## src/rtl/muldiv_pkg.sv

```systemverilog
// Shared constants and helpers for the iterative RV64 multiply/divide unit.
// Holds the op encodings, the FSM state encoding and the negate/abs helpers.
package muldiv_pkg;

  localparam int MULDIV_XLEN = 64;

  localparam logic [2:0] OP_MUL   = 3'b000;
  localparam logic [2:0] OP_MULHU = 3'b001;
  localparam logic [2:0] OP_DIV   = 3'b100;
  localparam logic [2:0] OP_DIVU  = 3'b101;
  localparam logic [2:0] OP_REM   = 3'b110;
  localparam logic [2:0] OP_REMU  = 3'b111;

  localparam logic [1:0] ST_IDLE = 2'd0;
  localparam logic [1:0] ST_CALC = 2'd1;
  localparam logic [1:0] ST_FIX  = 2'd2;
  localparam logic [1:0] ST_DONE = 2'd3;

  function automatic logic [MULDIV_XLEN-1:0] negate_if(
    input logic [MULDIV_XLEN-1:0] value,
    input logic                   neg
  );
    return neg ? (~value + 1'b1) : value;
  endfunction

  // Magnitude of a two's-complement value when treated as signed.
  function automatic logic [MULDIV_XLEN-1:0] abs_if(
    input logic [MULDIV_XLEN-1:0] value,
    input logic                   is_signed
  );
    return negate_if(value, is_signed && value[MULDIV_XLEN-1]);
  endfunction

endpackage

```

## src/rtl/muldiv_unit.sv

```systemverilog
// Iterative multiply/divide execute unit: shift-add multiply and restoring
// divide, one bit per cycle, with RISC-V M-extension edge-case results.
module muldiv_unit
  import muldiv_pkg::*;
#(
  parameter int XLEN = MULDIV_XLEN
) (
  input  logic            clk,
  input  logic            reset,
  input  logic            start,
  input  logic [2:0]      op,
  input  logic [XLEN-1:0] operandA,
  input  logic [XLEN-1:0] operandB,
  input  logic [4:0]      rdIn,
  output logic            busy,
  output logic            done,
  output logic [XLEN-1:0] result,
  output logic [4:0]      rdOut,
  output logic            regWrite
);

  localparam int CW = $clog2(XLEN) + 1;
  localparam logic [XLEN-1:0] MIN_VAL = {1'b1, {(XLEN-1){1'b0}}};

  logic [1:0]      state;
  logic [CW-1:0]   count;
  logic [2:0]      op_q;
  logic [4:0]      rd_q;
  logic [XLEN-1:0] prod_hi;
  logic [XLEN-1:0] prod_lo;
  logic [XLEN-1:0] mcand;
  logic            neg_q;
  logic            neg_r;

  logic            accept;
  logic            is_div;
  logic            is_signed_div;
  logic            is_reserved;
  logic            div_zero;
  logic            div_ovf;
  logic            special;
  logic [XLEN-1:0] special_result;
  logic [XLEN:0]   add_sum;
  logic [XLEN+1:0] trial;
  logic            borrow;
  logic [XLEN-1:0] next_hi;
  logic [XLEN-1:0] next_lo;
  logic [XLEN-1:0] fix_result;

  assign accept        = start && (state == ST_IDLE || state == ST_DONE);
  assign is_div        = op[2];
  assign is_signed_div = op[2] & ~op[0];
  assign is_reserved   = ~op[2] & op[1];
  assign div_zero      = is_div && (operandB == '0);
  assign div_ovf       = is_signed_div && (operandA == MIN_VAL) && (operandB == '1);
  assign special       = is_reserved | div_zero | div_ovf;

  always_comb begin
    special_result = '0;
    if (is_reserved)   special_result = '0;
    else if (div_zero) special_result = op[1] ? operandA : '1;
    else if (div_ovf)  special_result = op[1] ? '0 : operandA;
  end

  // prod_hi/prod_lo double as product accumulator or remainder/quotient pair.
  always_comb begin
    add_sum = {1'b0, prod_hi} + (prod_lo[0] ? {1'b0, mcand} : '0);
    trial   = {1'b0, prod_hi, prod_lo[XLEN-1]} - {2'b00, mcand};
    borrow  = trial[XLEN+1];
    if (op_q[2]) begin
      next_hi = borrow ? {prod_hi[XLEN-2:0], prod_lo[XLEN-1]} : trial[XLEN-1:0];
      next_lo = {prod_lo[XLEN-2:0], ~borrow};
    end else begin
      next_hi = add_sum[XLEN:1];
      next_lo = {add_sum[0], prod_lo[XLEN-1:1]};
    end
  end

  always_comb begin
    case (op_q)
      OP_MUL:           fix_result = prod_lo;
      OP_MULHU:         fix_result = prod_hi;
      OP_DIV, OP_DIVU:  fix_result = negate_if(prod_lo, neg_q);
      OP_REM, OP_REMU:  fix_result = negate_if(prod_hi, neg_r);
      default:          fix_result = '0;
    endcase
  end

  always_ff @(posedge clk) begin
    if (reset) begin
      state   <= ST_IDLE;
      count   <= '0;
      op_q    <= '0;
      rd_q    <= '0;
      prod_hi <= '0;
      prod_lo <= '0;
      mcand   <= '0;
      neg_q   <= 1'b0;
      neg_r   <= 1'b0;
      result  <= '0;
      rdOut   <= '0;
    end else begin
      case (state)
        ST_IDLE, ST_DONE: begin
          if (accept) begin
            op_q    <= op;
            rd_q    <= rdIn;
            count   <= '0;
            prod_hi <= '0;
            neg_q   <= is_signed_div & (operandA[XLEN-1] ^ operandB[XLEN-1]);
            neg_r   <= is_signed_div & operandA[XLEN-1];
            if (is_div) begin
              prod_lo <= abs_if(operandA, is_signed_div);
              mcand   <= abs_if(operandB, is_signed_div);
            end else begin
              prod_lo <= operandB;
              mcand   <= operandA;
            end
            if (special) begin
              result <= special_result;
              rdOut  <= rdIn;
              state  <= ST_DONE;
            end else begin
              state <= ST_CALC;
            end
          end else begin
            state <= ST_IDLE;
          end
        end
        ST_CALC: begin
          prod_hi <= next_hi;
          prod_lo <= next_lo;
          if (count == CW'(XLEN - 1)) begin
            count <= '0;
            state <= ST_FIX;
          end else begin
            count <= count + 1'b1;
          end
        end
        ST_FIX: begin
          result <= fix_result;
          rdOut  <= rd_q;
          state  <= ST_DONE;
        end
        default: state <= ST_IDLE;
      endcase
    end
  end

  assign busy     = (state == ST_CALC) || (state == ST_FIX);
  assign done     = (state == ST_DONE);
  assign regWrite = done && (rdOut != '0);

endmodule

```

## config.mk

```make
export PLATFORM = sky130hd
export DESIGN_NAME = muldiv_unit
export DESIGN_NICKNAME = d
export VERILOG_FILES = /design/src/rtl/muldiv_pkg.sv /design/src/rtl/muldiv_unit.sv
export SDC_FILE = /design/constraint.sdc
export NUM_CORES = 2
export LEC_CHECK = 0
export CAP_MARGIN = 10
export CORE_UTILIZATION = 60
export CTS_BUF_LIST = sky130_fd_sc_hd__clkbuf_4 sky130_fd_sc_hd__clkbuf_8 sky130_fd_sc_hd__clkbuf_16
export DETAILED_ROUTE_END_ITERATION = 10
export PLACE_DENSITY = 0.81
export SLEW_MARGIN = 30
export SYNTH_ARGS = -nofsm -noshare
export SYNTH_HDL_FRONTEND = slang
export SYNTH_SLANG_ARGS = --single-unit
```

## constraint.sdc

```tcl
create_clock -name clk -period 11.68 [get_ports clk]
set_input_delay 1.752 -clock clk [delete_from_list [all_inputs] [get_ports clk]]
set_output_delay 1.752 -clock clk [all_outputs]
set_load 0.01 [all_outputs]
```

==> reports/metrics.csv <==
metric,value,unit
setup-violations-final,0,
die_w,221,um
place_congestion,0.997,
core_area,0.0469,sq mm
pin_count,211,
grt_pass1_wl,163,mm
status,finished clean,
dr.pass1.iters,9,
ys_seq_area_share,19.5,%
register_area,0.00561,sq mm
fin_crit_sh,55.3,%
wl_per_cell,22.6,um
cts.repair.resized,0,
crit_arrival,6910,ps
routed_wl,108,mm
min_period,6460,ps
cts_root_buf,clkbuf_16,
maxCapViolations,0,
portBuffers,210,
grt_pass1_vias,27900,
die_area,0.0487,sq mm
synthCells,4179,
grt.overflow.total,0,
path_class,input pin to flop,
critPathRequiredTime,12140,ps
rsz0062_at_grt,false,
fp-row-count,79,
first_iter_violations,4767,
postCtsHoldBufs,0,
setup_tns,0,ps
initial_core_util,61.3,%
slew_headroom,29.2,%
antenna_found_initial,2,
ys_async_sr_fraction,0,%
yosys.area.top_type,dfxtp_1,
synth_edf_count,0,
nets,4414,
cts_tree,built,
hold_class,flop to flop,
syn2layout_area_growth,10.0,%
irDropWorstVdd,0.273,mV
grt_max_degree,94,
ys_seq_elements,280,
synthFlopType,dfxtp_1,
drv_slew,0,
syn_nets,4457,
numCtsBuffers,31,
antenna_left,0,
multiInputGateArea,0.0213,sq mm
drive_above_1_share,3.99,%
drc,0,
worst_clock_skew,31.6,ps
diodes,0,
synth_most_common_cell,nor2_1,
synth_top_area_share,19.5,%
critPathMaxFanout,90,
via_count,32600,
clock.fmax,155,MHz
vias_per_cell,6.84,
synth_area,0.0287,sq mm
critPathCaptureType,flop,
synth.avg_cell_area,6.87,sq um
place_ws,4770,ps
synth_area_leaders,"dfxtp_1, a21oi_1, nor2_1",
timing.final.ws_setup,5220,ps
hold_viol,0,
synth_common_cells,"nor2_1, a21oi_1, nand2_1, o21ai_0, dfxtp_1",
p_leak,11.6,nW
yosysWarnings,0,
worstSkewPairLatency,620,ps
power_density,174,mW/mm^2
die_h,221,um
h-tree-depth,1,
grt_usage,42.9,%
post-dp-hpwl,81.8,mm
fillers,4236,
worstSetupStartpointType,input pin,
cts_buffer_depth,3,
postCtsSetupBuffers,0,
clkTransAtPathRegs,60,ps
synth_cell_types,85,
worstMarginPinSlew,1060,ps
cts_sinks,280,
[path summary, 6_finish.rpt]
path | startpoint | end | slack [ps] | depth (start not counted)
setup / recovery | operandB[2] | result[20]$_SDFFE_PP0P_ | 5220 | 13
hold / removal | rd_q[4]$_SDFFE_PP0P_ | rd_q[4]$_SDFFE_PP0P_ | 460 | 2
setup reg to reg | prod_lo[63]$_SDFFE_PP0P_ | prod_hi[59]$_SDFFE_PP0P_ | 6730 | 13
hold reg to reg | rd_q[4]$_SDFFE_PP0P_ | rd_q[4]$_SDFFE_PP0P_ | 460 | 2
[sequential cells by signal, indices dropped and copies added, names as in the netlist, 2 cells and up]
register / cells
prod_lo: 64
rdOut: 5
mcand: 64
state: 2
rd_q: 5
result: 64
count: 7
prod_hi: 64
op_q: 3
[logic make-up (layout without fill, tap and decap cells)]
| family | after synthesis | in the layout | synth area share, % |
|---|---|---|---|
| AND/OR/NAND/NOR | 1401 | 1401 | 22.2 |
| flip-flops | 280 | 280 | 19.5 |
| multiplexers | 110 | 110 | 3.87 |
| XOR/XNOR | 274 | 274 | 8.36 |
| adder cells (fa/ha/maj) | 139 | 139 | 6.11 |
| AO/OA/AOI/OAI | 1516 | 1516 | 33.4 |
| buffers and inverters | 459 | 438 | 6.58 |
[where the power goes]
group	internal, mW	switching [mW]
logic	1.07	1.90
registers	1.19	0.348
clock network	0.564	0.432
total	2.82	2.68
[per-layer routing]
metal  wire [um]  vias to the layer above  track usage (%)
met5          13                        -                0
met4        3310                        2             13.1
met3       15800                      213             11.4
met2       42000                     2290             58.3
met1       46500                    14900             64.4
li1            -                    15200                -
[layout make-up]
class	instances	area share [%]
clock buffer	42	2.76
clock inverter	13	0.396
inverter	135	1.60
multi-input combinational	3440	67.5
sequential	280	17.8
tap	607	2.40
timing repair buffer	248	7.57
[cells in the final DEF, fill, tap and decap left out, types with 69 or more instances in the layout]
master / Yosys / layout
xnor2_1: 160 / 160
nor3_1: 95 / 91
clkdlybuf4s50_1: 0 / 208
ha_1: 137 / 136
dfxtp_1: 280 / 277
mux2i_1: 103 / 103
a21o_1: 75 / 75
o21ai_0: 378 / 376
xor2_1: 114 / 114
a311oi_1: 69 / 69
inv_1: 135 / 134
a211oi_1: 119 / 119
a21oi_1: 449 / 448
nand2_1: 388 / 386
nor2_1: 544 / 542
[metrics by stage]
| step | power (mW) | instances | util [%] | cell area [sq um] | hold WS, ps |
|---|---|---|---|---|---|
| after floorplan | 3.43 | 4179 | - | 28700 | 436 |
| after global placement | 4.35 | 4710 | 65.3 | 30600 | 440 |
| after detailed placement | 4.38 | 4710 | 65.3 | 30600 | 450 |
| after CTS | 5.37 | 4765 | 67.4 | 31600 | 458 |
| after global routing | 5.79 | 4765 | 67.4 | 31600 | 473 |
| final | 5.50 | 4765 | 67.4 | 31600 | 458 |
[worst max-delay path, cell delays in order]
cell	delay, ps
clkdlybuf4s50_1	520
or3_1	460
nor3b_1	700
nand3_1	430
nor4_2	640
nand3_1	320
a2bb2oi_1	230
a21o_1	230
nand2_4	380
buf_4	750
o211ai_1	210
o21ai_1	160
nor2_1	50
(Power assumes the default switching activity.)
